$ cat config.mk
export PLATFORM = sky130hd
export DESIGN_NAME = multicycle_control_unit
export DESIGN_NICKNAME = d
export VERILOG_FILES = /design/src/rtl/multicycle_control_unit.sv
export SDC_FILE = /design/constraint.sdc
export NUM_CORES = 1
export LEC_CHECK = 0
export BUFFER_PORTS_ARGS = -buffer_cell sky130_fd_sc_hd__buf_2
export CORE_MARGIN = 2
export CORE_UTILIZATION = 48
export DETAILED_ROUTE_END_ITERATION = 6
export PLACE_DENSITY = 0.84
export SETUP_SLACK_MARGIN = 0.15
export SLEW_MARGIN = 20
export SYNTH_ARGS = -nofsm -noshare
export SYNTH_HDL_FRONTEND = slang
export SYNTH_SLANG_ARGS = --single-unit
$ cat constraint.sdc
create_clock -name clk -period 4 [get_ports clk]
set_input_delay 0 -clock clk [delete_from_list [all_inputs] [get_ports clk]]
set_output_delay 0 -clock clk [all_outputs]
set_load 0.05 [all_outputs]
$ cat src/rtl/multicycle_control_unit.sv
`default_nettype none
// ============================================================================
// Module      : multicycle_control_unit
// Description : RV32I multicycle sequencer with memory handshake, timeout trap
//               and instruction-retire pulse.
// Revision    : 1.0 - initial release
// ============================================================================
module multicycle_control_unit #(
    parameter int ALUOP_W     = 4,
    parameter int MEM_TIMEOUT = 15,
    parameter int CNT_W       = 4
) (
    input  logic               clk,
    input  logic               rst_n,
    input  logic [6:0]         opcode_i,
    input  logic [2:0]         func3_i,
    input  logic [6:0]         func7_i,
    input  logic               mem_ready_i,
    output logic               mem_req_o,
    output logic               mem_we_o,
    output logic               iord_o,
    output logic               ir_write_o,
    output logic               pc_write_o,
    output logic               pc_write_cond_o,
    output logic [1:0]         pcsrc_o,
    output logic               alusrc_o,
    output logic [ALUOP_W-1:0] aluop_o,
    output logic               regwrite_o,
    output logic [1:0]         memtoreg_o,
    output logic               retire_o,
    output logic               trap_o,
    output logic [3:0]         state_o
);

    localparam logic [6:0] c_OP_R    = 7'b0110011;
    localparam logic [6:0] c_OP_I    = 7'b0010011;
    localparam logic [6:0] c_OP_LW   = 7'b0000011;
    localparam logic [6:0] c_OP_SW   = 7'b0100011;
    localparam logic [6:0] c_OP_BEQ  = 7'b1100011;
    localparam logic [6:0] c_OP_JAL  = 7'b1101111;
    localparam logic [6:0] c_OP_JALR = 7'b1100111;

    localparam logic [ALUOP_W-1:0] c_ALU_ADD  = ALUOP_W'(0);
    localparam logic [ALUOP_W-1:0] c_ALU_SUB  = ALUOP_W'(1);
    localparam logic [ALUOP_W-1:0] c_ALU_AND  = ALUOP_W'(2);
    localparam logic [ALUOP_W-1:0] c_ALU_OR   = ALUOP_W'(3);
    localparam logic [ALUOP_W-1:0] c_ALU_XOR  = ALUOP_W'(4);
    localparam logic [ALUOP_W-1:0] c_ALU_SLL  = ALUOP_W'(5);
    localparam logic [ALUOP_W-1:0] c_ALU_SRL  = ALUOP_W'(6);
    localparam logic [ALUOP_W-1:0] c_ALU_SRA  = ALUOP_W'(7);
    localparam logic [ALUOP_W-1:0] c_ALU_SLT  = ALUOP_W'(8);
    localparam logic [ALUOP_W-1:0] c_ALU_SLTU = ALUOP_W'(9);

    localparam logic [CNT_W-1:0] c_CNT_LIMIT = CNT_W'(MEM_TIMEOUT);
    localparam logic [CNT_W-1:0] c_CNT_MAX   = {CNT_W{1'b1}};

    typedef enum logic [3:0] {
        S_RESET   = 4'd0,
        S_FETCH   = 4'd1,
        S_DECODE  = 4'd2,
        S_EXEC    = 4'd3,
        S_ALU_WB  = 4'd4,
        S_ADDR    = 4'd5,
        S_MEM_RD  = 4'd6,
        S_MEM_WR  = 4'd7,
        S_LOAD_WB = 4'd8,
        S_BRANCH  = 4'd9,
        S_JUMP    = 4'd10,
        S_TRAP    = 4'd15
    } state_e;

    state_e           state_q, state_d;
    logic [CNT_W-1:0] cnt_q, cnt_d;
    logic             w_timeout;
    logic             w_wait_state;
    logic             w_unused_func7;

    // Only func7[5] distinguishes SUB/SRA; the other bits are don't-care here.
    assign w_unused_func7 = ^{func7_i[6], func7_i[4:0]};

    assign w_wait_state = (state_q == S_FETCH) || (state_q == S_MEM_RD) ||
                          (state_q == S_MEM_WR);
    assign w_timeout    = (MEM_TIMEOUT != 0) && (cnt_q == c_CNT_LIMIT) && !mem_ready_i;
    assign state_o      = state_q;

    always_ff @(posedge clk) begin
        if (!rst_n) begin
            state_q <= S_RESET;
            cnt_q   <= '0;
        end else begin
            state_q <= state_d;
            cnt_q   <= cnt_d;
        end
    end

    // Counter only advances while parked in a memory state; any move clears it.
    always_comb begin
        cnt_d = '0;
        if (w_wait_state && (state_d == state_q) && !mem_ready_i) begin
            cnt_d = (cnt_q == c_CNT_MAX) ? cnt_q : cnt_q + 1'b1;
        end
    end

    always_comb begin
        state_d         = state_q;
        mem_req_o       = 1'b0;
        mem_we_o        = 1'b0;
        iord_o          = 1'b0;
        ir_write_o      = 1'b0;
        pc_write_o      = 1'b0;
        pc_write_cond_o = 1'b0;
        pcsrc_o         = 2'b00;
        alusrc_o        = 1'b0;
        aluop_o         = c_ALU_ADD;
        regwrite_o      = 1'b0;
        memtoreg_o      = 2'b00;
        retire_o        = 1'b0;
        trap_o          = 1'b0;

        case (state_q)
            S_RESET: state_d = S_FETCH;
            S_FETCH: begin
                mem_req_o = 1'b1;
                if (mem_ready_i) begin
                    ir_write_o = 1'b1;
                    pc_write_o = 1'b1;
                    state_d    = S_DECODE;
                end else if (w_timeout) begin
                    state_d = S_TRAP;
                end
            end
            S_DECODE: begin
                case (opcode_i)
                    c_OP_R, c_OP_I:      state_d = S_EXEC;
                    c_OP_LW, c_OP_SW:    state_d = S_ADDR;
                    c_OP_BEQ:            state_d = S_BRANCH;
                    c_OP_JAL, c_OP_JALR: state_d = S_JUMP;
                    default:             state_d = S_TRAP;
                endcase
            end
            S_EXEC: begin
                alusrc_o = (opcode_i == c_OP_I);
                case (func3_i)
                    3'b000:  aluop_o = ((opcode_i == c_OP_R) && func7_i[5]) ? c_ALU_SUB : c_ALU_ADD;
                    3'b001:  aluop_o = c_ALU_SLL;
                    3'b010:  aluop_o = c_ALU_SLT;
                    3'b011:  aluop_o = c_ALU_SLTU;
                    3'b100:  aluop_o = c_ALU_XOR;
                    3'b101:  aluop_o = func7_i[5] ? c_ALU_SRA : c_ALU_SRL;
                    3'b110:  aluop_o = c_ALU_OR;
                    default: aluop_o = c_ALU_AND;
                endcase
                state_d = S_ALU_WB;
            end
            S_ALU_WB: begin
                regwrite_o = 1'b1;
                retire_o   = 1'b1;
                state_d    = S_FETCH;
            end
            S_ADDR: begin
                alusrc_o = 1'b1;
                state_d  = (opcode_i == c_OP_LW) ? S_MEM_RD : S_MEM_WR;
            end
            S_MEM_RD: begin
                mem_req_o = 1'b1;
                iord_o    = 1'b1;
                if (mem_ready_i) begin
                    state_d = S_LOAD_WB;
                end else if (w_timeout) begin
                    state_d = S_TRAP;
                end
            end
            S_MEM_WR: begin
                mem_req_o = 1'b1;
                mem_we_o  = 1'b1;
                iord_o    = 1'b1;
                if (mem_ready_i) begin
                    retire_o = 1'b1;
                    state_d  = S_FETCH;
                end else if (w_timeout) begin
                    state_d = S_TRAP;
                end
            end
            S_LOAD_WB: begin
                regwrite_o = 1'b1;
                memtoreg_o = 2'b01;
                retire_o   = 1'b1;
                state_d    = S_FETCH;
            end
            S_BRANCH: begin
                aluop_o         = c_ALU_SUB;
                pc_write_cond_o = 1'b1;
                pcsrc_o         = 2'b01;
                retire_o        = 1'b1;
                state_d         = S_FETCH;
            end
            S_JUMP: begin
                regwrite_o = 1'b1;
                memtoreg_o = 2'b10;
                pc_write_o = 1'b1;
                alusrc_o   = 1'b1;
                retire_o   = 1'b1;
                pcsrc_o    = (opcode_i == c_OP_JALR) ? 2'b11 : 2'b10;
                state_d    = S_FETCH;
            end
            S_TRAP:  trap_o  = 1'b1;
            default: state_d = S_TRAP;
        endcase
    end

endmodule
`default_nettype wire

Yosys cells after proc, flatten, opt, wreduce, memory -nomap -nowiden
Index checks and enable logic that the tools add are counted.
Widths: inputs -> output; s select.
{ "op_classes": {"addsub": 1, "n_eq_ne": 26, "muxes": 25, "n_reduce_logical": 19} }
{ "ops": {"columns": ["operator", "n"], "rows": [
  ["$pmux 4 s8", 1],
  ["$pmux 4 s7", 1],
  ["$eq 7x7->1 const B", 3],
  ["$eq 4x4->1 const B", 5],
  ["$eq 4x3->1 const B", 4],
  ["$mux 4", 4],
  ["$pmux 4 s4", 1],
  ["$eq 7x6->1 const B", 2],
  ["$mux 1", 12],
  ["$reduce_or 2->1", 5],
  ["$eq 3x3->1 const B", 3],
  ["$eq 4x2->1 const B", 2],
  ["$pmux 2 s2", 2],
  ["$pmux 4 s2", 1],
  ["$eq 7x2->1 const B", 1],
  ["$eq 7x5->1 const B", 1],
  ["$eq 3x2->1 const B", 2],
  ["$pmux 1 s2", 3],
  ["$reduce_or 3->1", 2],
  ["$reduce_or 5->1", 1],
  ["$add 4x1->4 const B", 1],
  ["$eq 4x1->1 const B", 1],
  ["$eq 4x4->1", 1],
  ["$logic_and 1x1->1", 4],
  ["other kinds (7)", 8]
]} }
{ "word_totals": {"register_bits": 8, "output_inout_bits": 22, "word_cells": 73} }

Longest topological paths before layout
Gate-level depths: netlist of the first run.
{ "logic_depth": {"ltp_word": 9, "mapped_depth": 6, "ltp_nobuf": 5} }

Least setup slack after synthesis of the first run
OpenSTA, ideal clock, no wires.
{ "synth_path": {"path_type": "flip-flop to output port", "start": "register state_q[0] (netlist: state_o[0])", "end": "output port aluop_o[3]", "arrival_time_ns": 2.378, "required_ns": 4.000, "slack_ns": 1.622, "path_stages_with_launch": 5, "path_buffers": 1, "cell_sequence": "dfxtp_1 -> buf_2 -> and2_1 -> nand2_1 -> nor3b_1"} }
{ "synth_via": {"elab_chain_len": 2} }
{ "synth_rtl": {"columns": ["element", "line_no", "source"], "rows": [
  ["from (decl)", "72", "state_e state_q, state_d;"],
  ["from (signal assigned)", "91", "state_q <= state_d;"],
  ["$eq 4x4->1 / $eq 4x2->1 (equally long branches)", "120", "case (state_q)"],
  ["$pmux 4 s2 (*)", "120", null],
  ["to (decl)", "27", "output logic [ALUOP_W-1:0] aluop_o,"]
]} }
Mark *: on every way between the ends. The rest lies on a longest branch, timed or not.

Final worst setup path of the first run
{ "layout_path": {"start": "register state_q[1] (netlist: state_o[1])", "end": "output port pc_write_o"} }
{ "layout_via": {"elab_chain_len": 2} }
{ "layout_rtl": {"columns": ["element", "line_no", "source"], "rows": [
  ["$eq 4x4->1 / $eq 4x1->1 (equally long branches)", "120", null],
  ["$pmux 1 s2 (*)", "120", null],
  ["to (decl)", "23", "output logic pc_write_o,"]
]} }
Marks and branches as above.

==> flow_summary.json, run 1 <==
{
  "dieWidth_um": 45.7,
  "clkPwrFrac_pct": 20.4,
  "path_buf_inv": 1,
  "peakVddDrop_uv": 244,
  "min_period_ps": 1830,
  "ys_top_cells_by_count": "nor3_1, nand2_1, dfxtp_1, o21ai_0",
  "reg2reg_to": "cnt_q[1]",
  "grt.overflow.total": 0,
  "clkTransAtPathRegs_ps": 50,
  "combPwrFrac_pct": 46.2,
  "postCtsSetupRepairBufs": 0,
  "fp-row-count": 15,
  "io_pins": 42,
  "ys.flop_type": "dfxtp_1",
  "die-area_mm2": 0.00209,
  "clk_path_buf_depth": 2,
  "grt_pass1_wl_um": 3460,
  "num_antenna_cells": 0,
  "rsz0062_at_grt": "false",
  "wl_per_cell_um": 12.4,
  "wl_met2_um": 1010,
  "ys_seq_area_share_pct": 19.2,
  "top_layer_used": "met4",
  "ys_types": 41,
  "final_net_count": 171,
  "layout-drive-gt1-share_pct": 29.7,
  "cp-start-kind": "register",
  "cellPowerDensity_mw_per_mm2": 294,
  "status": "completed",
  "critPathMaxFanout": 19,
  "slowest_stage": "dfxtp_1",
  "syn2layout_area_growth_pct": 21.9,
  "synth_nets": 136,
  "synth-async-reset-ratio_pct": 0,
  "cp_cell_sequence": "and2b_1, and3_1, or2_1, buf_2",
  "gp_congestion": 0.847,
  "cts_tree": "done",
  "vias": 975,
  "wl_um": 2050,
  "cts_hold_buf": 0,
  "maxSlewHeadroom_pct": 63.5,
  "cts.sinks": 8,
  "synth_edf_count": 0,
  "synth_area_leaders": "dfxtp_1, nor3_1, nor2b_1, o21ai_0, nand2_1",
  "swShare_pct": 46.1,
  "postPlaceCellArea_um2": 996,
  "cts_resized": 0,
  "finalHoldViolCount": 0,
  "first_pass_iters": 4,
  "setup_ws_ps": 2170,
  "arrival_ps": 1830,
  "grt_use_total_pct": 22.0,
  "dp_hpwl_um": 1620,
  "required_ps": 4000,
  "synth-seq-cells": 8,
  "fin_setup_tns_ps": 0,
  "hold-path-cell-count": 2,
  "place_ws_ps": 2430,
  "synth_area_per_cell_um2": 7.27,
  "netlist_area_um2": 836,
  "start_util_pct": 49.5,
  "wl_met3_um": 95,
  "holdCritStartpoint": "rst_n",
  "worstReg2RegStart": "state_o[1]",
  "rrSetupSlack_ps": 2420,
  "postRouteAntennaNets": 0,
  "ctsRootBufferMaster": "clkbuf_4",
  "synth_top_area_share_pct": 19.2,
  "pwr-share-seq_pct": 33.4,
  "finalInstanceArea_mm2": 0.00102,
  "max_freq_mhz": 546,
  "reg2regPathDepth": 4,
  "crit_family": "simple AND/OR/NAND/NOR gates",
  "p_int_w": 0.000161,
  "yosysMostFrequentCell": "nor3_1",
  "hp-class": "in -> reg",
  "avgViaCountPerCell": 5.91,
  "power_w": 0.000299,
  "core_mm2": 0.00169,
  "leakage_nw": 0.490,
  "finClkSkew_ps": 6.61,
  "yosysTopAreaCell": "dfxtp_1",
  "hold-path-endpoint": "state_o[2]",
  "htree_num_levels": 1,
  "slowest_delay_ps": 660,
  "numCtsBuffers": 3,
  "ys_warn_count": 0,
  "first_global_vias": 800,
  "insertion_delay_ps": 260,
  "switching_power_w": 0.000138,
  "antenna_found_initial": 0,
  "netlist_instances": 115,
  "crit_type": "reg -> out",
  "wl_met1_um": 903,
  "drv_slew": 0,
  "period_share_pct": 45.8,
  "grt_max_degree": 20,
  "drc": 0,
  "holdWs_ps": 32.7,
  "setup_violations": 0,
  "cp-end-kind": "output port",
  "max_cap_violations": 0,
  "worstMarginPinSlew_ps": 547,
  "numPortBuffers": 35,
  "drt_iter0_drc": 33,
  "dieHeight_um": 45.7
}
## sequential cells by signal, indices dropped and copies added, names as in the netlist
| register | cells |
|---|---|
| cnt_q | 4 |
| state_o | 4 |
## worst reg2reg max path, stage by stage, from the launching register on
cell,delay [ps]
dfxtp_1,660
and2b_1,320
a22o_2,260
nand3b_2,150
nor3_1,70
## kinds of logic after synthesis
group | share of synthesized area [%]
flops | 19.2
compound gates | 26.8
simple gates | 40.6
fa+ha+maj | 1.50
xor+xnor | 2.10
mux | 2.40
buf+inv | 7.49
## power groups by stage
| stage | Clock [W] | Combinational (W) | Sequential (W) |
|---|---|---|---|
| after floorplan | 0 | 0.000104 | 0.000105 |
| after global routing | 0.0000685 | 0.000149 | 0.000102 |
| after global placement | 0 | 0.000135 | 0.000101 |
| after detailed placement | 0 | 0.000138 | 0.000101 |
| final | 0.0000610 | 0.000138 | 0.000100 |
| after CTS | 0.0000643 | 0.000138 | 0.0000997 |
## per-layer routing
| layer | vias to the layer above | global-route usage (%) |
|---|---|---|
| met5 | - | 0 |
| met4 | 0 | 6.29 |
| met3 | 6 | 3.57 |
| met2 | 37 | 37.5 |
| met1 | 439 | 28.5 |
| li1 | 493 | - |
## cell usage in the layout (no fill, tap or decap), types with 2 or more instances in the layout
master	instances
a21oi_1	7
nand3_1	3
xnor2_1	2
dfxtp_1	8
o21ai_0	8
buf_2	35
inv_1	7
nor3_1	11
and3_1	2
a31oi_1	3
clkbuf_4	3
nor2b_1	7
nand2b_1	5
mux2i_1	2
nor3b_1	3
nand2_1	10
and2b_1	2
and2_1	3
nor2_1	6
## cell type report
class	instances	area (µm²)
tap	17	21.3
clock buffer	3	22.5
inverter	7	26.3
sequential	8	160
multi-input combinational	95	613
fill	155	671
timing repair buffer	35	175
## metrics by stage
step	cells	utilization [%]
finish	165	60.3
global route	165	60.3
detailed placement	162	59.0
floorplan	115	-
global placement	162	59.0
CTS	165	60.3
## worst max path at each step
stage / start / endpoint / slack, ps / depth (start not counted)
4_1_cts: state_o[1] / pc_write_o / 2180 / 4
3_3_place_gp: state_o[1] / cnt_q[1] / 2470 / 4
2_1_floorplan: state_o[0] / aluop_o[3] / 1620 / 4
6_report: state_o[1] / pc_write_o / 2170 / 4
3_5_place_dp: state_o[1] / cnt_q[1] / 2430 / 4
5_1_grt: state_o[1] / aluop_o[3] / 2060 / 4
Power figures use the tool's default switching activity.
==> inputs of run 2 (changes only) <==
--- a/config.mk
+++ b/config.mk
@@ -7,9 +7,9 @@
 export LEC_CHECK = 0
 export BUFFER_PORTS_ARGS = -buffer_cell sky130_fd_sc_hd__buf_2
 export CORE_MARGIN = 2
-export CORE_UTILIZATION = 48
+export CORE_UTILIZATION = 45
 export DETAILED_ROUTE_END_ITERATION = 6
-export PLACE_DENSITY = 0.84
+export PLACE_DENSITY = 0.79
 export SETUP_SLACK_MARGIN = 0.15
 export SLEW_MARGIN = 20
 export SYNTH_ARGS = -nofsm -noshare
==> constraint.sdc (replaced) <==
create_clock -name clk -period 1.75 [get_ports clk]
set_input_delay 0 -clock clk [delete_from_list [all_inputs] [get_ports clk]]
set_output_delay 0 -clock clk [all_outputs]
set_load 0.05 [all_outputs]
==> run 2 against run 1 <==
Combinational power grew to 2.5 times the previous value; final cell count increased by 6.7%; die area rose by 6.1%; setup slack got worse by 2000 ps; total power grew 140%; hold slack got worse by 21 ps; flip-flop and latch count unchanged; first-iteration DRC count decreased by 3.0%; via count down 1.3%; critical path type unchanged; critical endpoint unchanged; largest cell class unchanged; largest power group unchanged.
==> flow_summary.json, run 2 (same netlist as run 1, synthesis figures left out) <==
{
  "mostFrequentLayoutCell": "buf_2",
  "cp-end-kind": "output port",
  "fillers": 170,
  "hold-path-endpoint": "state_o[3]",
  "syn2layout_area_growth_pct": 36.2,
  "layout-drive-gt1-share_pct": 42.4,
  "first_pass_iters": 4,
  "path_buf_inv": 1,
  "rsz0062_at_grt": "false",
  "reg2reg_to": "state_o[3]",
  "fin_setup_tns_ps": 0,
  "dp_hpwl_um": 1640,
  "io_pins": 42,
  "min_period_ps": 1540,
  "holdCritStartpoint": "rst_n",
  "wl_um": 2160,
  "avgViaCountPerCell": 5.47,
  "final_net_count": 173,
  "htree_num_levels": 1,
  "grt_use_total_pct": 21.2,
  "max_freq_mhz": 651,
  "wl_per_cell_um": 12.3,
  "slowest_stage": "dfxtp_4",
  "cts.sinks": 8,
  "period_share_pct": 87.8,
  "cp-start-kind": "register",
  "multi_input_area_um2": 676,
  "postRouteAntennaNets": 0,
  "peakVddDrop_uv": 470,
  "required_ps": 1750,
  "post-route-util_pct": 65.2,
  "leakage_nw": 0.511,
  "crit_type": "reg -> out",
  "vias": 962,
  "grt_pass1_wl_um": 3370,
  "numPortBuffers": 35,
  "cp_cell_sequence": "and2b_2, and3_2, or2_4, buf_4",
  "cts_tree": "done",
  "final_cell_mix": "buf_2, nor3_1, nand2_1",
  "place_inst": 170,
  "core_mm2": 0.00175,
  "drt_iter0_drc": 32,
  "register_area_um2": 175,
  "hp-class": "in -> reg",
  "worstReg2RegStart": "cnt_q[0]",
  "reg2regPathDepth": 5,
  "finalInstanceArea_mm2": 0.00114,
  "numCtsBuffers": 3,
  "worst-path-stages": 4,
  "maxSlewHeadroom_pct": 70.6,
  "fin_cells": 176,
  "ctsRootBufferMaster": "clkbuf_4",
  "status": "completed",
  "dieHeight_um": 47.1,
  "grt.overflow.total": 0,
  "power_w": 0.000729,
  "arrival_ps": 1540,
  "critPathMaxFanout": 14,
  "slowest_delay_ps": 390,
  "hold-path-cell-count": 2,
  "drv_slew": 0,
  "dieWidth_um": 47.1,
  "rrSetupSlack_ps": 280,
  "start_util_pct": 47.9,
  "insertion_delay_ps": 260,
  "cellPowerDensity_mw_per_mm2": 640,
  "max_cap_violations": 0,
  "clkTransAtPathRegs_ps": 60,
  "drc": 0,
  "worstMarginPinSlew_ps": 431,
  "antenna_found_initial": 0,
  "postPlaceCellArea_mm2": 0.00108,
  "num_antenna_cells": 0,
  "fp-row-count": 15,
  "gp_congestion": 0.839,
  "first_global_vias": 793,
  "finClkSkew_ps": 6.47,
  "setup_violations": 0,
  "grt_max_degree": 18,
  "die-area_mm2": 0.00222,
  "clk_path_buf_depth": 2,
  "crit_family": "simple AND/OR/NAND/NOR gates",
  "finalHoldViolCount": 0
}
run 2: cell types whose count changed in the layout (fill, tap and decap cells not counted), moves of 2 or more:
| cell | change |
|---|---|
| buf_2 | -4 |
| buf_4 | +6 |
| dfxtp_1 | -4 |
| dfxtp_4 | +4 |
| inv_1 | -2 |
| nand2_1 | -2 |
| nand2_2 | +2 |
| nor3_1 | -2 |
| o21ai_0 | -2 |
run 2: cell type report:
cell class | count | share of cell area (%)
inverter | 7 | 2.64
timing repair buffer | 37 | 17.6
clock buffer | 4 | 2.31
multi-input combinational | 95 | 59.3
sequential | 8 | 15.4
tap | 25 | 2.75
run 2: report_power, final:
group          switching, W  internal [W]
clock network     0.0000654     0.0000874
logic              0.000237      0.000113
registers         0.0000310      0.000195
run 2: metal layers:
metal	vias up	share of wire [%]	global-route usage (%)
met5	-	0	0
li1	488	-	-
met3	4	5.1	4.23
met2	36	49	31.5
met4	0	1.6	11.1
met1	434	44	29.0
run 2: worst max path at each step:
stage,start,to,slack (ps)
global placement,cnt_q[0],cnt_q[1],300
floorplan,state_o[0],aluop_o[1],40
finish,state_o[0],pc_write_o,210
CTS,state_o[3],pcsrc_o[0],160
detailed placement,cnt_q[0],state_o[3],290
global route,cnt_q[0],state_o[3],170
run 2: timing repair:
item	CTS	global route
cloned	0	0
gates resized for setup	3	9
endpoints found under the setup margin	6	7
pin swaps	0	1
hold buffers	0	0
buffers inserted	2	0
run 2: per-stage QoR:
| step | hold WS [ps] | setup WS, ps |
|---|---|---|
| 5_1_grt | 30.2 | 165 |
| 2_1_floorplan | 62.8 | 36.8 |
| 3_5_place_dp | 285 | 289 |
| 4_1_cts | 8.00 | 161 |
| 6_report | 11.8 | 213 |
| 3_3_place_gp | 279 | 298 |
==> inputs of run 3 (changes only) <==
--- a/config.mk
+++ b/config.mk
@@ -6,8 +6,10 @@
 export NUM_CORES = 1
 export LEC_CHECK = 0
 export BUFFER_PORTS_ARGS = -buffer_cell sky130_fd_sc_hd__buf_2
+export CAP_MARGIN = 20
 export CORE_MARGIN = 2
 export CORE_UTILIZATION = 45
+export CTS_BUF_LIST = sky130_fd_sc_hd__clkbuf_16
 export DETAILED_ROUTE_END_ITERATION = 6
 export PLACE_DENSITY = 0.79
 export SETUP_SLACK_MARGIN = 0.15
==> run 3 against run 2 <==
Register-to-register slack about the same; critical endpoint unchanged; setup slack got worse by 13 ps; final cell count unchanged.
==> flow_summary.json, run 3 (same netlist as run 1, synthesis figures left out) <==
{
  "status": "completed",
  "cts.sinks": 8,
  "combPwrFrac_pct": 36.1,
  "multi_input_area_um2": 672,
  "switching_power_w": 0.000357,
  "fin_setup_tns_ps": 0,
  "antenna_found_initial": 0,
  "syn2layout_area_growth_pct": 42.1,
  "drv_slew": 0,
  "final_cell_mix": "buf_2, nor3_1, nand2_1",
  "slowest_stage": "dfxtp_4",
  "leakage_nw": 0.536,
  "clk_path_buf_depth": 2,
  "setup_violations": 0,
  "cp_cell_sequence": "and2b_1, and3_2, or2_4, clkbuf_4",
  "hp-class": "in -> reg",
  "start_util_pct": 47.9,
  "fp-row-count": 15,
  "postPlaceCellArea_mm2": 0.00108,
  "die-area_mm2": 0.00222,
  "dieHeight_um": 47.1,
  "grt_use_total_pct": 20.9,
  "worstReg2RegStart": "cnt_q[0]",
  "ctsRootBufferMaster": "clkbuf_16",
  "crit_start": "state_o[1]",
  "critPathCapture": "pc_write_o",
  "core_mm2": 0.00175,
  "dp_hpwl_um": 1640,
  "reg2regPathDepth": 5,
  "cellPowerDensity_mw_per_mm2": 809,
  "place_ws_ps": 289,
  "slowest_delay_ps": 380,
  "first_global_vias": 751,
  "io_pins": 42,
  "min_period_ps": 1550,
  "p_int_w": 0.000605,
  "grt_max_degree": 20,
  "swShare_pct": 37.1,
  "register_area_um2": 175,
  "worstMarginPinSlew_ps": 399,
  "finClkSkew_ps": 2.01,
  "drt_iter0_drc": 8,
  "wl_per_cell_um": 12.5,
  "first_pass_iters": 4,
  "postRouteAntennaNets": 0,
  "mostFrequentLayoutCell": "buf_2",
  "max_cap_violations": 0,
  "max_freq_mhz": 645,
  "layout-drive-gt1-share_pct": 40.4,
  "arrival_ps": 1550,
  "setup_ws_ps": 200,
  "cts_tree": "done",
  "crit_type": "reg -> out",
  "period_share_pct": 88.6,
  "num_antenna_cells": 0,
  "dieWidth_um": 47.1,
  "gp_congestion": 0.839,
  "drc": 0,
  "rsz0062_at_grt": "false",
  "required_ps": 1750,
  "vias": 942,
  "clkTransAtPathRegs_ps": 40,
  "final_net_count": 173,
  "power_w": 0.000961,
  "rrSetupSlack_ps": 280,
  "reg2reg_to": "state_o[3]",
  "finalHoldViolCount": 0,
  "grt_pass1_wl_um": 3310,
  "htree_num_levels": 1,
  "wl_um": 2200,
  "numCtsBuffers": 3,
  "peakVddDrop_uv": 752,
  "grt.overflow.total": 0,
  "cp-end-kind": "output port",
  "critPathMaxFanout": 10,
  "pwr-share-seq_pct": 23.7,
  "numPortBuffers": 35,
  "avgViaCountPerCell": 5.35,
  "clkPwrFrac_pct": 40.2,
  "maxSlewHeadroom_pct": 72.7,
  "finalInstanceArea_mm2": 0.00119,
  "fillers": 152,
  "cp-start-kind": "register",
  "insertion_delay_ps": 230
}
run 3: how the worst min path moves through the flow:
stage               cells past startpoint    endpoint  slack [ps]  startpoint
CTS                                     2  state_o[3]          40       rst_n
finish                                  2  state_o[3]          40       rst_n
detailed placement                      2  state_o[3]         280       rst_n
global placement                        2  state_o[3]         280       rst_n
floorplan                               1  aluop_o[2]          60  func3_i[1]
global route                            2  state_o[3]          70       rst_n
run 3: power by group through the flow:
stage               Combinational (W)  Sequential (W)  Clock (W)
floorplan                    0.000252        0.000241          0
global placement             0.000325        0.000233          0
detailed placement           0.000329        0.000235          0
CTS                          0.000331        0.000232   0.000391
global route                 0.000375        0.000232   0.000403
finish                       0.000347        0.000228   0.000386
run 3: area by class of cell:
type | count | area share (%)
Inverter | 7 | 2.53
Multi-Input combinational cell | 95 | 56.6
Clock inverter | 1 | 0.316
Tap cell | 25 | 2.63
Sequential cell | 8 | 14.8
Clock buffer | 3 | 6.32
Timing Repair Buffer | 37 | 16.9
run 3: worst max-delay path: cells and delay by family (launching register included):
kind                   cells  cell delay (ps)
AND/OR/NAND/NOR            3              730
flip-flops                 1              380
buffers and inverters      1              210
run 3: routing by layer:
metal | GRT usage (%) | up-vias | share of wire (%) | routed length, µm
li1 | - | 488 | - | -
met1 | 30.4 | 420 | 47 | 1040
met2 | 31.5 | 31 | 47 | 1040
met3 | 3.46 | 3 | 4.5 | 99
met4 | 6.67 | 0 | 1.0 | 23
met5 | 0 | - | 0 | 0
run 3: repair_timing:
action                     CTS  global route
hold buffers                 0             0
gates resized for setup      2             6
cloned                       0             0
buffers inserted             0             2
setup endpoints to repair    5             6
run 3: through the flow:
stage	hold slack [ps]	std cells	util (%)
6_report	42.4	176	68.0
3_3_place_gp	279	170	61.6
5_1_grt	67.5	176	68.0
3_5_place_dp	285	170	61.6
4_1_cts	44.2	174	66.5
2_1_floorplan	62.8	115	-
